## config.mk

```make
export PLATFORM = sky130hd
export DESIGN_NAME = mem_bus_unit
export DESIGN_NICKNAME = d
export VERILOG_FILES = /design/src/rtl/mem_bus_unit.sv
export SDC_FILE = /design/constraint.sdc
export NUM_CORES = 1
export LEC_CHECK = 0
export BUFFER_PORTS_ARGS = -buffer_cell sky130_fd_sc_hd__buf_4
export CAP_MARGIN = 5
export CORE_MARGIN = 2
export CORE_UTILIZATION = 39
export DETAILED_ROUTE_END_ITERATION = 12
export PLACE_DENSITY = 0.69
export SYNTH_ARGS = -nofsm -noshare
export SYNTH_HDL_FRONTEND = slang
export SYNTH_SLANG_ARGS = --single-unit
```

## constraint.sdc

```tcl
create_clock -name clk -period 4.6 [get_ports clk]
set_input_delay 0 -clock clk [delete_from_list [all_inputs] [get_ports clk]]
set_output_delay 0 -clock clk [all_outputs]
set_load 0.005 [all_outputs]
```

## src/rtl/mem_bus_unit.sv

```systemverilog
// Memory-access stage: turns control-FSM strobes into a valid/ready bus
// transaction, owns IR/MDR, and steers store lanes / aligns load data.
module mem_bus_unit #(
  parameter int ADDR_W = 32
) (
  input  logic              clk,
  input  logic              reset,
  input  logic              mem_read,
  input  logic              mem_write,
  input  logic              iord,
  input  logic [ADDR_W-1:0] pc,
  input  logic [ADDR_W-1:0] alu_out,
  input  logic [2:0]        funct3,
  input  logic [31:0]       store_data,
  output logic              busy,
  output logic [31:0]       instr,
  output logic [31:0]       mdr,
  output logic              misaligned,
  output logic              bus_valid,
  output logic              bus_we,
  output logic [ADDR_W-1:0] bus_addr,
  output logic [31:0]       bus_wdata,
  output logic [3:0]        bus_wstrb,
  input  logic              bus_ready,
  input  logic [31:0]       bus_rdata
);

  typedef enum logic [1:0] {
    IDLE,
    REQ,
    DONE
  } state_t;

  state_t state, state_n;

  logic [2:0] f3_q;
  logic [1:0] off_q;
  logic       dst_q;
  logic       mis_q;

  logic              req;
  logic [ADDR_W-1:0] addr;
  logic [1:0]        off;
  logic [1:0]        size;
  logic              illegal;
  logic              mis;
  logic [31:0]       wdata_c;
  logic [3:0]        wstrb_c;
  logic [31:0]       sh;
  logic [31:0]       ld;

  assign req  = mem_read | mem_write;
  assign addr = iord ? alu_out : pc;
  assign off  = addr[1:0];

  // size: 0 = byte, 1 = half, 2 = word; fetches are always word
  always_comb begin
    size = 2'd2;
    if (iord) begin
      unique case (funct3[1:0])
        2'b00:   size = 2'd0;
        2'b01:   size = 2'd1;
        default: size = 2'd2;
      endcase
    end
  end

  assign illegal = iord &
    ((funct3 == 3'b011) | (funct3[2:1] == 2'b11));
  assign mis = illegal |
    ((size == 2'd1) & off[0]) |
    ((size == 2'd2) & (off != 2'b00));

  always_comb begin
    wdata_c = store_data;
    wstrb_c = 4'b1111;
    unique case (size)
      2'd0: begin
        wdata_c = {4{store_data[7:0]}};
        wstrb_c = 4'b0001 << off;
      end
      2'd1: begin
        wdata_c = {2{store_data[15:0]}};
        wstrb_c = 4'b0011 << off;
      end
      default: begin
        wdata_c = store_data;
        wstrb_c = 4'b1111;
      end
    endcase
    if (!mem_write) wstrb_c = 4'b0000;
  end

  assign sh = bus_rdata >> {off_q, 3'b000};

  always_comb begin
    ld = sh;
    unique case (f3_q[1:0])
      2'b00:   ld = {{24{~f3_q[2] & sh[7]}}, sh[7:0]};
      2'b01:   ld = {{16{~f3_q[2] & sh[15]}}, sh[15:0]};
      default: ld = sh;
    endcase
  end

  always_comb begin
    state_n = state;
    busy    = 1'b0;
    unique case (state)
      IDLE: begin
        if (req) begin
          busy    = 1'b1;
          state_n = mis ? DONE : REQ;
        end
      end
      REQ: begin
        busy = 1'b1;
        if (bus_ready) state_n = DONE;
      end
      default: state_n = IDLE;
    endcase
  end

  assign bus_valid  = (state == REQ);
  assign misaligned = (state == DONE) & mis_q;

  always_ff @(posedge clk or posedge reset) begin
    if (reset) begin
      state     <= IDLE;
      f3_q      <= 3'b000;
      off_q     <= 2'b00;
      dst_q     <= 1'b0;
      mis_q     <= 1'b0;
      bus_we    <= 1'b0;
      bus_addr  <= '0;
      bus_wdata <= 32'h0;
      bus_wstrb <= 4'b0000;
      instr     <= 32'h0;
      mdr       <= 32'h0;
    end else begin
      state <= state_n;
      if (state == IDLE && req) begin
        f3_q  <= funct3;
        off_q <= off;
        dst_q <= iord;
        mis_q <= mis;
        // bus outputs move only when a real transaction starts
        if (!mis) begin
          bus_addr  <= {addr[ADDR_W-1:2], 2'b00};
          bus_we    <= mem_write;
          bus_wdata <= wdata_c;
          bus_wstrb <= wstrb_c;
        end
      end
      if (state == REQ && bus_ready && !bus_we) begin
        if (dst_q) mdr   <= ld;
        else       instr <= bus_rdata;
      end
    end
  end

endmodule

```

==> impl_metrics.csv, run 1 <==
group,metric,value,unit
power,p_per_area,570,nW/um^2
sta,holdWs,0.0339,ns
die,dieArea,18400,sq um
cts,cts_resized,0,
sta,hold_viol,0,
setup_path,crit_path_end_kind,"register",
outcome,status,"finished clean",
route,wl_per_cell,18.5,um
global_route,use_met3,6.70,%
power,seq_power_share,36.5,%
route,remaining_drc_errors,0,
power,p_leak,5.11,nW
die,die_y,136,um
cts,cts_tree,"yes",
synth,seq_area_frac_synth,51.7,%
global_route,use_met2,41.4,%
route,drt-initial-drc-count,263,
power,clock_power_share,23.9,%
sta,finalSetupTns,0,ns
min_path,min-delay-start,"funct3[0]",
cts,insertion_delay,0.42,ns
route,dr.pass1.iters,4,
finish,nNetsFinal,1067,
sta,slew_headroom,24.7,%
synth,ys_ff_latch,140,
placement,gp_congestion,0.789,
setup_path,r2r-start,"off_q[1]",
global_route,grt.busiest_layer,"met2",
sta,clock.fmax,0.407,GHz
min_path,holdPathStages,2,
finish,num-fill-cells,1253,
power,p_sw_share,30.9,%
cts,cts_setup_buffers,0,
sta,tightest_slew,1.13,ns
synth,syn_area,6780,sq um
setup_path,arrival,2.76,ns
die,die_x,136,um
setup_path,reg2reg_to,"mdr[9]",
route,wl,21.6,mm
cts,htreeDepth,4,
sta,clock-skew-final,0.0108,ns
global_route,grt_usage,23.9,%
global_route,use_met1,27.6,%
placement,numPortBuffers,270,
cts,cts.path.max_buffers,2,
setup_path,rr_worst_depth,4,
route,viasPerCell,5.01,
power,p_comb_share,39.6,%
setup_path,worstPathRequired,4.91,ns
sta,rsz0062_at_grt,"no",
finish,final-seq-area,3500,sq um
route,postRouteAntennaNets,0,
placement,hpwlAfterDp,14.1,mm
cts,cts.sinks,140,
sta,drv_slew,0,
min_path,min_to,"f3_q[0]",
cts,cts_inserted_buffers,17,
global_route,grt_pass1_wl,33.8,mm
global_route,grt_max_degree,97,
die,start_util,39.6,%
setup_path,critPathKind,"reg -> reg",
flow_run,drv_cap,0,
synth,synthCells,531,
setup_path,cp_max_fo,29,
finish,antenna_cells,0,
power,vdd_ir_drop_max,282,uV
min_path,worstHoldPathType,"in -> reg",
finish,multiInputGateArea,3010,sq um
power,switchingPower,1.92,mW
sta,setup_viol,0,
finish,drive_gt1_share,49.0,%
global_route,grt-ovfl-total,0,
setup_path,reg2reg_slack,2.14,ns
die,core,17100,sq um
sta,fin_crit_sh,53.4,%
power,p_int,4.31,mW
finish,syn_to_final_growth,61.3,%
global_route,grt_pass1_vias,6301,
synth,yosysUniqueCellTypes,43,
sta,fin_crit,2.46,ns
cts,root_buffer,"clkbuf_16",
global_route,antenna_found_initial,0,
die,rows,48,
route,dr_total_vias,5852,
die,pin_count,273,
cts,cts.clk_slew.worst_paths,0.06,ns
synth,syn_avg_cell_area,12.8,sq um
synth,yosysWarnings,0,
setup_path,start_kind,"register",
## power groups by stage
stage | Clock, mW | Sequential [mW] | Combinational [mW]
after global placement | 0 | 2.23 | 2.29
after CTS | 1.51 | 2.26 | 2.46
after global routing | 1.57 | 2.35 | 2.66
after detailed placement | 0 | 2.27 | 2.35
final | 1.49 | 2.28 | 2.47
after floorplan | 0 | 2.21 | 1.11
## flip-flops by register name, indices dropped and copies added, names as in the netlist
signal	cells
instr	32
bus_wdata	32
state	2
mdr	32
mis_q	1
off_q	2
bus_addr	30
dst_q	1
f3_q	3
bus_wstrb	4
bus_we	1
## critical path: stages, from the launching register on
cell and delay [ns]:
dfrtp_1 1.09, mux4_1 0.70, nand2b_1 0.11, a21oi_1 0.18
a22o_1 0.28
## kinds of logic (layout without fill, tap and decap cells)
kind of cell	count (synthesis)	after routing	share of synthesized area, %
compound gates	80	80	8.09
buf+inv	49	460	3.99
flops	140	140	51.7
mux	184	184	30.7
other cells	1	2	0.0553
simple gates	77	77	5.50
## metrics by stage
stage	worst slack (ns)	cell area, sq um	cells	utilization [%]	power [mW]
after global routing	1.98	10900	1168	63.9	6.59
after detailed placement	2.16	8940	1001	52.3	4.62
after CTS	2.13	10900	1168	63.9	6.23
final	2.14	10900	1168	63.9	6.23
after global placement	2.28	8940	1001	52.3	4.52
after floorplan	0.847	6780	532	-	3.32
## routing by layer
metal | routed length (um) | part of all wire (%)
met5 | 0 | 0
met4 | 607 | 2.8
met3 | 1630 | 7.6
met2 | 10900 | 50
met1 | 8450 | 39
## what timing repair did
item                                    in CTS  in global routing
hold endpoints to repair                   217                  0
endpoints found under the setup margin       0                  0
hold buffers                               135                  0
## placed cells by master (no fill, tap or decap), types with 2 or more instances in the layout
master / count
mux2i_1: 38
mux2_2: 135
a211oi_1: 7
nor2b_1: 10
bufinv_16: 4
clkinvlp_4: 3
nand2b_1: 4
a22o_1: 7
o21ai_0: 14
inv_6: 2
mux2_1: 2
a21oi_1: 33
inv_1: 14
a31oi_1: 2
buf_4: 278
mux2_4: 7
clkbuf_8: 3
nand2_1: 20
clkbuf_1: 2
clkinv_2: 2
o22a_1: 8
nor2_1: 33
dlygate4sd3_1: 135
dfrtp_1: 140
clkbuf_16: 17
conb_1: 2
## synthesized netlist by cell type, drive strengths merged
cell | n | area (sq um)
mux2i | 38 | 380
o21a | 1 | 15.0
nor3 | 3 | 25.0
and2 | 1 | 6.26
a211oi | 7 | 52.6
buf | 28 | 191
a21oi | 35 | 190
dfrtp | 140 | 3500
a22o | 7 | 61.3
mux2 | 144 | 1650
o2bb2ai | 2 | 36.3
a21o | 1 | 7.51
or3 | 1 | 6.26
mux4 | 2 | 48.8
and2b | 1 | 7.51
and4bb | 1 | 12.5
o21ai | 16 | 91.3
clkbuf | 6 | 22.5
a31oi | 2 | 12.5
nand2 | 20 | 75.1
a311o | 1 | 11.3
o22a | 8 | 70.1
nand2b | 4 | 25.0
nor2 | 34 | 130
nor2b | 10 | 62.6
nand3b | 1 | 7.51
nand4b | 1 | 15.0
inv | 15 | 56.3
conb | 1 | 3.75
## how the worst max path moves through the flow
stage	start	slack [ns]	endpoint
2_1_floorplan	reset	0.85	bus_addr[10]
3_3_place_gp	off_q[1]	2.28	mdr[9]
3_5_place_dp	off_q[1]	2.16	mdr[9]
4_1_cts	off_q[1]	2.13	mdr[9]
5_1_grt	off_q[1]	1.98	mdr[9]
6_report	off_q[1]	2.14	mdr[9]
## final cells by class
class                           count  share of cell area [%]
Timing Repair Buffer              413                    31.5
Inverter                           15                   0.561
Multi-Input combinational cell    343                    27.5
Clock inverter                     10                    1.48
Tap cell                          225                    2.58
Sequential cell                   140                    32.0
Clock buffer                       22                    4.34
(Power assumes the default switching activity.)
==> run 2: changes to the inputs <==
--- a/config.mk
+++ b/config.mk
@@ -5,12 +5,13 @@
 export SDC_FILE = /design/constraint.sdc
 export NUM_CORES = 1
 export LEC_CHECK = 0
+export ABC_AREA = 1
 export BUFFER_PORTS_ARGS = -buffer_cell sky130_fd_sc_hd__buf_4
 export CAP_MARGIN = 5
 export CORE_MARGIN = 2
 export CORE_UTILIZATION = 39
 export DETAILED_ROUTE_END_ITERATION = 12
-export PLACE_DENSITY = 0.69
+export PLACE_DENSITY = 0.71
 export SYNTH_ARGS = -nofsm -noshare
 export SYNTH_HDL_FRONTEND = slang
 export SYNTH_SLANG_ARGS = --single-unit
==> constraint.sdc (replaced) <==
create_clock -name clk -period 2.1 [get_ports clk]
set_input_delay 0 -clock clk [delete_from_list [all_inputs] [get_ports clk]]
set_output_delay 0 -clock clk [all_outputs]
set_load 0.005 [all_outputs]
==> run 2 against run 1 <==
Net effect: worst setup slack lost 2.1 ns; non-clock buffer count rose by 9; worst hold slack improved by 0.035 ns; largest power group unchanged.
==> impl_metrics.csv, run 2 <==
group,metric,value,unit
outcome,status,"finished clean",
global_route,antenna_found_initial,0,
sta,finalSetupTns,0,ns
setup_path,start_kind,"input pin",
sta,drv_slew,0,
finish,antenna_cells,0,
setup_path,critPathKind,"in -> reg",
sta,tightest_slew,0.630,ns
sta,slew_headroom,58.0,%
die,pin_count,273,
placement,hpwlAfterDp,15.9,mm
synth,seq_area_frac_synth,50.9,%
route,wl,23.6,mm
synth,ys_ff_latch,140,
synth,synth_edf_count,0,
global_route,grt-ovfl-total,0,
setup_path,cp_slowest_cell,"dlygate4sd3_1",
min_path,holdPathStages,5,
cts,cts.clk_slew.worst_paths,0.06,ns
finish,largest_registers,"bus_wdata: 32 flops, instr: 32 flops, mdr: 32 flops",
die,die_x,137,um
die,core,17300,sq um
placement,gp_congestion,0.853,
finish,final_common_cell,"nand2_1",
placement,numPortBuffers,270,
global_route,grt_max_degree,64,
route,remaining_drc_errors,0,
synth,ys_top_cells_by_area,"dfrtp_1 (51%), nand2_1 (18%), o21ai_0 (6.9%)",
cts,cts_inserted_buffers,17,
cts,insertion_delay,0.42,ns
setup_path,rr_worst_depth,5,
power,vdd_ir_drop_max,750,uV
synth,yosys_most_used_dff,"dfrtp_1",
synth,yosysWarnings,0,
cts,htreeDepth,4,
die,dieArea,18700,sq um
setup_path,r2r-start,"off_q[0]",
min_path,worstHoldPathType,"in -> reg",
synth,synthArstFlopShare,100,%
synth,synth_top_cell_by_area,"dfrtp_1",
die,start_util,39.8,%
setup_path,cpMostUsedCell,"nand2_1",
global_route,grt_usage,25.5,%
synth,synthCells,842,
min_path,min-delay-start,"alu_out[1]",
finish,mostFrequentLayoutCells,"nand2_1 (332), buf_4 (284), dfrtp_1 (140), dlygate4sd3_1 (133), o21ai_0 (95)",
route,wl_per_cell,16.0,um
setup_path,max_stage_delay,0.58,ns
route,viasPerCell,4.87,
cts,root_buffer,"clkbuf_16",
setup_path,crit_path_end_kind,"register",
cts,cts_tree,"yes",
sta,clock.fmax,0.498,GHz
finish,syn_to_final_growth,61.2,%
setup_path,cp_max_fo,34,
cts,cts.path.max_buffers,2,
sta,hold_viol,0,
global_route,grt_pass1_wl,36.3,mm
setup_path,arrival,2.37,ns
global_route,use_met2,42.4,%
global_route,grt_pass1_vias,7094,
synth,synth_top_area_share,50.9,%
synth,synth.most_common_cell,"nand2_1",
die,rows,48,
global_route,grt.busiest_layer,"met2",
flow_run,drv_cap,0,
synth,synth_common_cells,"nand2_1 (332), dfrtp_1 (140), o21ai_0 (95)",
die,die_y,137,um
sta,setup_viol,0,
min_path,min_to,"off_q[1]",
global_route,use_met3,8.89,%
finish,drive_gt1_share,29.2,%
sta,fin_crit,2.01,ns
setup_path,reg2reg_slack,0.36,ns
synth,syn_avg_cell_area,8.17,sq um
synth,yosysUniqueCellTypes,25,
power,p_leak,5.88,nW
route,postRouteAntennaNets,0,
setup_path,worstPathRequired,2.46,ns
sta,worst_slack,0.0917,ns
global_route,use_met1,30.6,%
finish,nNetsFinal,1371,
synth,syn_area,6880,sq um
route,dr_total_vias,7153,
power,p_per_area,1210,nW/um^2
route,dr.pass1.iters,5,
setup_path,reg2reg_to,"mdr[4]",
setup_path,crit_chain,"dlygate4sd3_1 > buf_4 > inv_1 > nand2_2 > buf_4 > nor2_2 > nand2_1 > nand3_1 > dlygate4sd3_1 > nand2_1 > nand2_1",
sta,rsz0062_at_grt,"no",
cts,cts.sinks,140,
route,drt-initial-drc-count,418,
placement,pre_cts_slack,0.337,ns
sta,clock-skew-final,0.00678,ns
sta,fin_crit_sh,95.6,%
## run 2: changes by cell type after synthesis, sizes merged, moves of 10 or more
cell	previous run	this run
inv	15	65
nand2	20	333
nand3	0	39
clkbuf	6	16
mux2	144	0
a21oi	35	8
nor2b	10	0
o21ai	16	138
nor2	34	18
## run 2: metal layers
layer / vias to the layer above / wire length (um)
met5: - / 0
met4: 0 / 622
li1: 3481 / -
met2: 323 / 11400
met3: 53 / 1910
met1: 3296 / 9660
## run 2: what timing repair did
| action | in CTS | in global routing |
|---|---|---|
| endpoints found under the hold margin | 127 | 0 |
| hold buffers | 133 | 0 |
| gates resized for setup | 0 | 2 |
| setup buffers | 0 | 0 |
| endpoints found under the setup margin | 0 | 12 |
## run 2: worst max path at each step
stage / depth (start not counted) / from / endpoint / slack (ns)
global route: 11 / funct3[1] / bus_wdata[29] / 0.0002
global placement: 7 / state[1] / bus_wdata[10] / 0.40
finish: 11 / funct3[1] / bus_wdata[29] / 0.09
detailed placement: 7 / state[1] / bus_wdata[12] / 0.34
floorplan: 1 / reset / bus_addr[10] / 0.35
CTS: 11 / funct3[1] / bus_wdata[28] / 0.05
## run 2: final cells by class
type | instances | area (sq um)
clock buffer | 20 | 467
clock inverter | 10 | 188
fill | 1395 | 6200
inverter | 66 | 253
multi-input combinational | 587 | 2840
sequential | 140 | 3500
tap | 225 | 282
timing repair buffer | 422 | 3560
## run 2: logic make-up after synthesis
kind of cell	after synthesis	synth area share, %
AO/OA/AOI/OAI	154	13.2
buffers and inverters	116	8.09
other	1	0.0545
flip-flops	140	50.9
AND/OR/NAND/NOR	401	23.4
multiplexers	30	4.36
## run 2: power by group
group	internal (mW)	switching (mW)
logic	2.72	2.69
registers	3.88	0.749
clock network	2.19	1.18
total	8.79	4.62
## run 2: worst max-delay path, delay by kind of cell
family / cells / cell delay, ns
buffers and inverters: 5 / 1.63
AND/OR/NAND/NOR: 6 / 0.74
## run 2: per-stage QoR
stage / power, mW / area (sq um) / hold WS (ns) / instances / util, %
after floorplan: 7.00 / 6890 / 0.107 / 843 / -
after global placement: 9.64 / 9100 / 0.0911 / 1307 / 52.6
after detailed placement: 9.76 / 9100 / 0.100 / 1307 / 52.6
after CTS: 13.4 / 11100 / 0.0550 / 1470 / 64.1
after global routing: 14.3 / 11100 / 0.106 / 1470 / 64.1
final: 13.4 / 11100 / 0.0685 / 1470 / 64.1
